$ cat src/rtl/reg_arb_pkg.sv
// Shared types and helpers for reg_write_arbiter: FSM state encoding and address-width sizing.
package reg_arb_pkg;

    typedef enum logic {
        IDLE  = 1'b0,
        ISSUE = 1'b1
    } state_e;

    // $clog2 clamped to at least 1 so single-entry ranges still get a real index bit.
    function automatic int unsigned clog2_min1(input int unsigned n);
        return (n <= 2) ? 1 : $clog2(n);
    endfunction

endpackage

$ cat src/rtl/rr_pick.sv
// Combinational round-robin picker: first set bit of req_vec at or after ptr, wrapping at N.
module rr_pick
    import reg_arb_pkg::*;
#(
    parameter int unsigned N = 4,
    localparam int unsigned IW = clog2_min1(N)
) (
    input  logic [N-1:0]  req_vec,
    input  logic [IW-1:0] ptr,
    output logic [N-1:0]  gnt_onehot,
    output logic [IW-1:0] gnt_idx,
    output logic          any
);

    always_comb begin
        logic [IW-1:0] idx;
        logic          found;
        gnt_idx = '0;
        idx     = '0;
        found   = 1'b0;
        for (int unsigned i = 0; i < N; i++) begin
            idx = IW'((32'(ptr) + i) % N);
            if (!found && req_vec[idx]) begin
                found   = 1'b1;
                gnt_idx = idx;
            end
        end
        any        = |req_vec;
        gnt_onehot = any ? (N'(1) << gnt_idx) : '0;
    end

endmodule

$ cat src/rtl/reg_write_arbiter.sv
// Round-robin arbiter sharing one register-bank write port among NREQ requesters.
// Define REG_ARB_ADDR_CHECK_EN to add the err output flagging out-of-range addresses.
module reg_write_arbiter
    import reg_arb_pkg::*;
#(
    parameter int unsigned NREQ  = 4,
    parameter int unsigned WIDTH = 8,
    parameter int unsigned NREG  = 8,
    localparam int unsigned AW = clog2_min1(NREG),
    localparam int unsigned IW = clog2_min1(NREQ)
) (
    input  logic                  clk,
    input  logic                  rst_n,
    input  logic [NREQ-1:0]       req,
    input  logic [NREQ*AW-1:0]    req_addr,
    input  logic [NREQ*WIDTH-1:0] req_data,
    output logic [NREQ-1:0]       ack,
    output logic [NREG-1:0]       wr_en,
    output logic [WIDTH-1:0]      wr_data,
    output logic                  busy
`ifdef REG_ARB_ADDR_CHECK_EN
    ,
    output logic                  err
`endif
);

    state_e            state_q, state_d;
    logic [IW-1:0]     rr_ptr_q, rr_ptr_d;
    logic [IW-1:0]     win_q, win_d;
    logic [NREQ-1:0]   last_ack_q, last_ack_d;
    logic [NREQ-1:0]   ack_d;
    logic [NREG-1:0]   wr_en_d;
    logic [WIDTH-1:0]  wr_data_d;
    logic              busy_d;
    logic              err_d;

    logic [NREQ-1:0]   eligible;
    logic [NREQ-1:0]   gnt_onehot;
    logic [IW-1:0]     gnt_idx;
    logic              gnt_any;
    logic [AW-1:0]     sel_addr;
    logic [WIDTH-1:0]  sel_data;
    logic              addr_ok;

    // The requester acked last is masked for one IDLE cycle so it can drop req cleanly.
    assign eligible = req & ~last_ack_q;
    assign sel_addr = req_addr[32'(gnt_idx) * AW +: AW];
    assign sel_data = req_data[32'(gnt_idx) * WIDTH +: WIDTH];
    assign addr_ok  = 32'(sel_addr) < NREG;

    rr_pick #(
        .N (NREQ)
    ) u_pick (
        .req_vec    (eligible),
        .ptr        (rr_ptr_q),
        .gnt_onehot (gnt_onehot),
        .gnt_idx    (gnt_idx),
        .any        (gnt_any)
    );

    always_comb begin
        state_d    = state_q;
        rr_ptr_d   = rr_ptr_q;
        win_d      = win_q;
        last_ack_d = last_ack_q;
        ack_d      = '0;
        wr_en_d    = '0;
        wr_data_d  = '0;
        busy_d     = 1'b0;
        err_d      = 1'b0;
        unique case (state_q)
            IDLE: begin
                last_ack_d = '0;
                if (gnt_any) begin
                    // Outputs are registered here so they are visible during ISSUE.
                    state_d   = ISSUE;
                    win_d     = gnt_idx;
                    ack_d     = gnt_onehot;
                    wr_data_d = sel_data;
                    busy_d    = 1'b1;
                    err_d     = !addr_ok;
                    if (addr_ok) begin
                        wr_en_d = NREG'(1) << sel_addr;
                    end
                end
            end
            ISSUE: begin
                state_d    = IDLE;
                last_ack_d = NREQ'(1) << win_q;
                if (32'(win_q) == NREQ - 1) begin
                    rr_ptr_d = '0;
                end else begin
                    rr_ptr_d = win_q + 1'b1;
                end
            end
        endcase
    end

    always_ff @(posedge clk) begin
        if (!rst_n) begin
            state_q    <= IDLE;
            rr_ptr_q   <= '0;
            win_q      <= '0;
            last_ack_q <= '0;
            ack        <= '0;
            wr_en      <= '0;
            wr_data    <= '0;
            busy       <= 1'b0;
        end else begin
            state_q    <= state_d;
            rr_ptr_q   <= rr_ptr_d;
            win_q      <= win_d;
            last_ack_q <= last_ack_d;
            ack        <= ack_d;
            wr_en      <= wr_en_d;
            wr_data    <= wr_data_d;
            busy       <= busy_d;
        end
    end

`ifdef REG_ARB_ADDR_CHECK_EN
    always_ff @(posedge clk) begin
        if (!rst_n) begin
            err <= 1'b0;
        end else begin
            err <= err_d;
        end
    end
`else
    logic unused_err;
    assign unused_err = err_d;
`endif

endmodule
$ cat config.mk
export PLATFORM = sky130hd
export DESIGN_NAME = reg_write_arbiter
export DESIGN_NICKNAME = d
export VERILOG_FILES = /design/src/rtl/reg_arb_pkg.sv /design/src/rtl/rr_pick.sv /design/src/rtl/reg_write_arbiter.sv
export SDC_FILE = /design/constraint.sdc
export NUM_CORES = 1
export LEC_CHECK = 0
export ABC_AREA = 1
export CAP_MARGIN = 25
export CORE_MARGIN = 2
export CORE_UTILIZATION = 40
export DETAILED_ROUTE_END_ITERATION = 8
export PLACE_DENSITY = 0.77
export SYNTH_ARGS = -nofsm -noshare
export SYNTH_HDL_FRONTEND = slang
export SYNTH_SLANG_ARGS = --single-unit
$ cat constraint.sdc
create_clock -name clk -period 4.4 [get_ports clk]
set_clock_uncertainty 0.15 [all_clocks]
set_input_delay 0.88 -clock clk [delete_from_list [all_inputs] [get_ports clk]]
set_output_delay 0.88 -clock clk [all_outputs]
set_load 0.05 [all_outputs]
==> flow_metrics.tcl, run 1 <==
set metrics [dict create \
    fin_nets 371 \
    remaining_drc_errors 0 \
    numCtsBuffers 5 \
    critPathKind "input pin to flop" \
    drv_cap 0 \
    power_frac_seq_pct 30.3 \
    drt_iter0_drc 127 \
    comb_power_share_pct 50.2 \
    die_y_um 67.60 \
    viasPerCell 4.665 \
    min_period_over_period_pct 72.26 \
    initial_utilization_pct 41.03 \
    core_um2 3943 \
    postRouteWirelength_um 3885 \
    grt_overflow_total 0 \
    tightestPinTransition_ns 0.5081 \
    p_int_uw 616.7 \
    row_count 23 \
    power.switching_uw 458.7 \
    num_io_pins 71 \
    relSlewSlack_pct 66.02 \
    cts_hold_buf 0 \
    drt_first_pass_iters 4 \
    nFillCells 345 \
    worstPathRequired_ns 4.46 \
    cts_max_level 2 \
    swShare_pct 42.65 \
    vias 1726 \
    portBuffers 70 \
    clk_latency_ns 0.26 \
    yosysSeqAreaShare_pct 35.89 \
    grt_pass1_wl_um 6285 \
    setup_violations 0 \
    ctsResizeCount 0 \
    antenna_found_initial 0 \
    status "finished clean" \
    grt_pass1_vias 1496 \
    clockPowerShare_pct 19.6 \
    cts.path.max_buffers 2 \
    cts_tree "built" \
    ys_seq_elements 29 \
    syn_inst 250 \
    crit_arrival_ns 3.24 \
    antennaDiodeCount 0 \
    syn_area_um2 1618 \
    track_usage_pct 18.18 \
    gp_congestion 0.8855 \
    yosys_warnings 0 \
    finalCriticalPeriod_ns 3.180 \
    critPathLaunchType "input pin" \
    fin_total_pwr_uw 1075 \
    synthToLayoutAreaGrowth_pct 49.50 \
    hpwl_um 3083 \
    cts.sinks 29 \
    clk_pin_slew_worst_paths_ns 0.05 \
    drv_slew 0 \
    rsz0062_at_grt "no" \
    cts_setup_buffers 0 \
    holdCritPathClass "flop to flop" \
    wl_per_cell_um 10.50 \
    powerDensity_nw_per_um2 444.7 \
    final-hold-violation-count 0 \
    syn_avg_cell_area_um2 6.471 \
    end_kind "flop" \
    vdd_drop_max_mv 0.2263 \
    drtAntennaViolNets 0 \
    ys_types 26 \
    max_freq_ghz 0.3145 \
    grt_max_degree 22 \
    synth_nets 301 \
    fin_setup_tns_ns 0 \
    die_w_um 67.60 \
    root_buffer "clkbuf_8" \
    crit_fanout 21 \
    layout-drive-gt1-share_pct 8.750 \
    post-route-util_pct 61.35 \
    leakage_uw 0.001114 \
    die_area_um2 4569 \
]
## cells by family after synthesis
family / after synthesis / share of synthesized area (%)
AND/OR/NAND/NOR: 177 / 50.35
buffers and inverters: 36 / 10.05
flip-flops: 29 / 35.89
AO/OA/AOI/OAI: 7 / 2.939
adder cells (fa/ha/maj): 1 / 0.7733
## power by group through the flow
| stage | Clock [uW] | Sequential [uW] | Combinational (uW) |
|---|---|---|---|
| after floorplan | 0 | 450 | 276 |
| final | 210 | 325 | 540 |
| after CTS | 216 | 326 | 543 |
| after global routing | 227 | 331 | 595 |
| after detailed placement | 0 | 331 | 542 |
| after global placement | 0 | 332 | 535 |
## registers in the layout, summed over array words and instances (netlist names)
name and flops:
rr_ptr_q 2, win_q 2, wr_data 8, last_ack_q 4
wr_en 8, ack 4, busy 1
## cells in the mapped netlist, drive strengths merged
| cell | count | share of area [%] |
|---|---|---|
| nand4 | 1 | 0.39 |
| clkbuf | 1 | 0.23 |
| buf | 6 | 2.8 |
| or2 | 2 | 0.77 |
| a221oi | 1 | 0.54 |
| dfxtp | 29 | 36 |
| nor2 | 12 | 3.4 |
| nor3 | 6 | 3.2 |
| o21ai | 3 | 0.93 |
| nand2 | 102 | 25 |
| ha | 1 | 0.77 |
| o211ai | 1 | 0.46 |
| nand3 | 53 | 17 |
| nand3b | 1 | 0.46 |
| o32ai | 1 | 0.54 |
| o21a | 1 | 0.46 |
| inv | 29 | 7.0 |
## per-stage QoR
| stage | hold WS, ns | area [um2] | instances | setup slack (ns) |
|---|---|---|---|---|
| global route | 0.3877 | 2419 | 370 | 0.9652 |
| global placement | 0.3456 | 2332 | 363 | 0.9883 |
| detailed placement | 0.3487 | 2332 | 363 | 0.9226 |
| finish | 0.3618 | 2419 | 370 | 1.220 |
| floorplan | 0.3214 | 1618 | 250 | 2.167 |
| CTS | 0.3574 | 2419 | 370 | 1.213 |
## critical path, cell delays in order
cell and delay [ns]:
clkdlybuf4s50_1 0.51, nand3_1 0.12, nand2_1 0.12, nand2_1 0.06
nand2_2 0.10, nor2_2 0.05, nand2_1 0.09, nand3_2 0.21
nand2_2 0.40, inv_2 0.20, nor3_4 0.33, nand2_1 0.09
nand3_1 0.07
## final cells by class
class / instances / area [um2] / area share (%)
inverters: 29 / 113.9 / 4.708
clock buffers: 7 / 86.33 / 3.570
repair buffers: 70 / 700.7 / 28.97
multi-input cells: 185 / 874.6 / 36.16
well taps: 50 / 62.56 / 2.587
flip-flops and latches: 29 / 580.6 / 24.00
## cells in the final DEF (no fill, tap or decap), types with 4 or more instances in the layout
cell type,count
nor2_1,10
nand2_2,7
clkdlybuf4s50_1,70
nor3_1,4
inv_2,5
clkbuf_8,6
nand3_1,50
dfxtp_1,29
inv_1,23
nand2_1,95
## final timing paths
kind               start       endpoint  slack, ns  cells after the start
max               req[0]     wr_data[5]       1.22                     13
min reg2reg     win_q[0]  last_ack_q[0]       0.36                      1
max reg2reg  rr_ptr_q[0]     wr_data[5]       1.71                     14
min             win_q[0]  last_ack_q[0]       0.36                      1
## per-layer routing
metal / wire [um] / track usage [%]
met5: 0 / 0
met4: 51 / 8.418
met3: 288 / 5.167
met2: 1824 / 29.41
met1: 1721 / 22.18
Power figures use the tool's default switching activity.
==> inputs of run 2 (changes only) <==
==> constraint.sdc (replaced) <==
create_clock -name clk -period 3.2 [get_ports clk]
set_clock_uncertainty 0.15 [all_clocks]
set_input_delay 0.64 -clock clk [delete_from_list [all_inputs] [get_ports clk]]
set_output_delay 0.64 -clock clk [all_outputs]
set_load 0.05 [all_outputs]
==> run 2 against run 1 <==
Setup slack got worse by 0.61 ns. Cell count rose by 1.1%. Wire length rose by 4.2%. Clock power rose by 58%. Highest routed layer unchanged. Flip-flop and latch count did not move.
==> flow_metrics.tcl, run 2 (synthesis results as in run 1) <==
set metrics [dict create \
    row_count 23 \
    worstHoldEndpoint "last_ack_q[0]" \
    layout.cells.most_common_list "nand2_1 (95), clkdlybuf4s50_1 (70), nand3_1 (50)" \
    holdCritPathClass "flop to flop" \
    core_um2 3943 \
    end_kind "flop" \
    drt_iter0_drc 105 \
    fin_setup_tns_ns 0 \
    grt.met1_usage_pct 22.11 \
    clockPowerShare_pct 21.5 \
    clk_latency_ns 0.28 \
    remaining_drc_errors 0 \
    grt_overflow_total 0 \
    cp_cell_sequence "clkdlybuf4s50_1, nand3_1, nand2_1, nand2_1, nand2_2, nor2_2, nand2_1, nand3_2, nand2_2, buf_4, nand2_1, nand3_1, nand3_1, nor2_1" \
    synthToLayoutAreaGrowth_pct 51.82 \
    grt.busiest_layer "met2" \
    antenna_found_initial 0 \
    mostFrequentLayoutCell "nand2_1" \
    crit_slowest_cell "clkdlybuf4s50_1" \
    timing.reg2reg.setup_slack_ns 0.84 \
    min_period_over_period_pct 80.80 \
    rsz0062_at_grt "no" \
    antennaDiodeCount 0 \
    wl_per_cell_um 10.82 \
    cts_setup_buffers 0 \
    die_w_um 67.60 \
    post-place-ws_ns 0.3359 \
    min_from "win_q[0]" \
    die_area_um2 4569 \
    fin_nets 374 \
    drv_slew 0 \
    leakage_uw 0.001138 \
    r2r_end "wr_en[2]" \
    setup_violations 0 \
    swShare_pct 42.50 \
    die_y_um 67.60 \
    powerDensity_nw_per_um2 626.9 \
    root_buffer "clkbuf_8" \
    power.switching_uw 654.4 \
    num_io_pins 71 \
    clk_pin_slew_worst_paths_ns 0.06 \
    track_usage_pct 19.03 \
    cts_tree "built" \
    cp_top_family "simple AND/OR/NAND/NOR gates" \
    max_freq_ghz 0.3868 \
    postRouteWirelength_um 4047 \
    portBuffers 70 \
    cts_max_level 2 \
    critPathMostFrequentCell "nand2_1" \
    drtAntennaViolNets 0 \
    cts.path.max_buffers 2 \
    r2r_cells 14 \
    relSlewSlack_pct 64.67 \
    cp.buffers_inverters 2 \
    place_area_um2 2355 \
    grt_pass1_wl_um 6589 \
    hpwl_um 3151 \
    setup_ws_ns 0.6144 \
    hold_depth 1 \
    cts_hold_buf 0 \
    crit_fanout 11 \
    finalCriticalPeriod_ns 2.586 \
    numCtsBuffers 5 \
    status "finished clean" \
    met2_usage_pct 31.86 \
    fin_total_pwr_uw 1540 \
    crit_arrival_ns 2.65 \
    power_frac_seq_pct 29.1 \
    worstPathRequired_ns 3.26 \
    vias 1806 \
    drv_cap 0 \
    critPathKind "input pin to flop" \
    grt_pass1_vias 1561 \
    layout-drive-gt1-share_pct 10.19 \
    grt_use_met3_pct 6.500 \
    drt_first_pass_iters 4 \
    grt_max_degree 13 \
    initial_utilization_pct 41.03 \
    critPathLaunchType "input pin" \
    design_area_um2 2456 \
    final-hold-violation-count 0 \
    p_int_uw 885.3 \
    vdd_drop_max_mv 0.2804 \
    tightestPinTransition_ns 0.5283 \
    timing.rr.start "rr_ptr_q[0]" \
    viasPerCell 4.829 \
    cts.sinks 29 \
    gp_congestion 0.9355 \
    ctsResizeCount 0 \
    comb_power_share_pct 49.4 \
    critPathMaxStageDelay_ns 0.50 \
    top_regs "wr_data: 8 flops, wr_en: 8 flops" \
]
## run 2: worst max-delay path by stage
stage | from | to | cells past startpoint
final | req[3] | wr_en[2] | 14
after global routing | req[0] | wr_en[4] | 14
after CTS | req[3] | wr_data[3] | 13
after detailed placement | req[3] | wr_data[0] | 13
after global placement | req[2] | wr_en[1] | 14
after floorplan | req[3] | wr_data[0] | 12
## run 2: final cells by class
| class | instances | area (um2) |
|---|---|---|
| fill | 352 | 1486 |
| clock buffer | 7 | 96.34 |
| clock inverter | 1 | 5.005 |
| inverter | 29 | 113.9 |
| sequential | 29 | 580.6 |
| multi-input combinational | 185 | 874.6 |
| timing repair buffer | 73 | 723.2 |
| tap | 50 | 62.56 |
## run 2: worst reg2reg max path: stages, from the launching register on
cell and delay (ns):
dfxtp_1 0.58, inv_6 0.10, nand3_2 0.09, nand2_1 0.06, nand2_1 0.10, nand2_2 0.08, inv_2 0.07, o21a_1 0.13
nand2_2 0.06, nand2_2 0.22, buf_4 0.23, nand2_1 0.07, nand3_1 0.07, nand3_1 0.15, nor2_1 0.15
## run 2: metrics by stage
step	util, %	cells	hold WS, ns
final	62.30	374	0.3651
after global routing	62.30	374	0.3839
after CTS	62.30	374	0.3583
after detailed placement	59.73	366	0.3474
after global placement	59.73	366	0.3504
after floorplan	-	250	0.3214
## run 2: power groups by stage
stage / Clock, uW / Combinational [uW] / Sequential (uW)
floorplan: 0 / 380 / 619
global placement: 0 / 755 / 453
detailed placement: 0 / 762 / 455
CTS: 339 / 765 / 448
global route: 361 / 842 / 454
finish: 331 / 761 / 447
## run 2: layer usage
layer  routed length [um]  share of wire (%)
met2                 1929                 48
met4                   67                1.7
met1                 1704                 42
met5                    0                  0
met3                  346                8.5
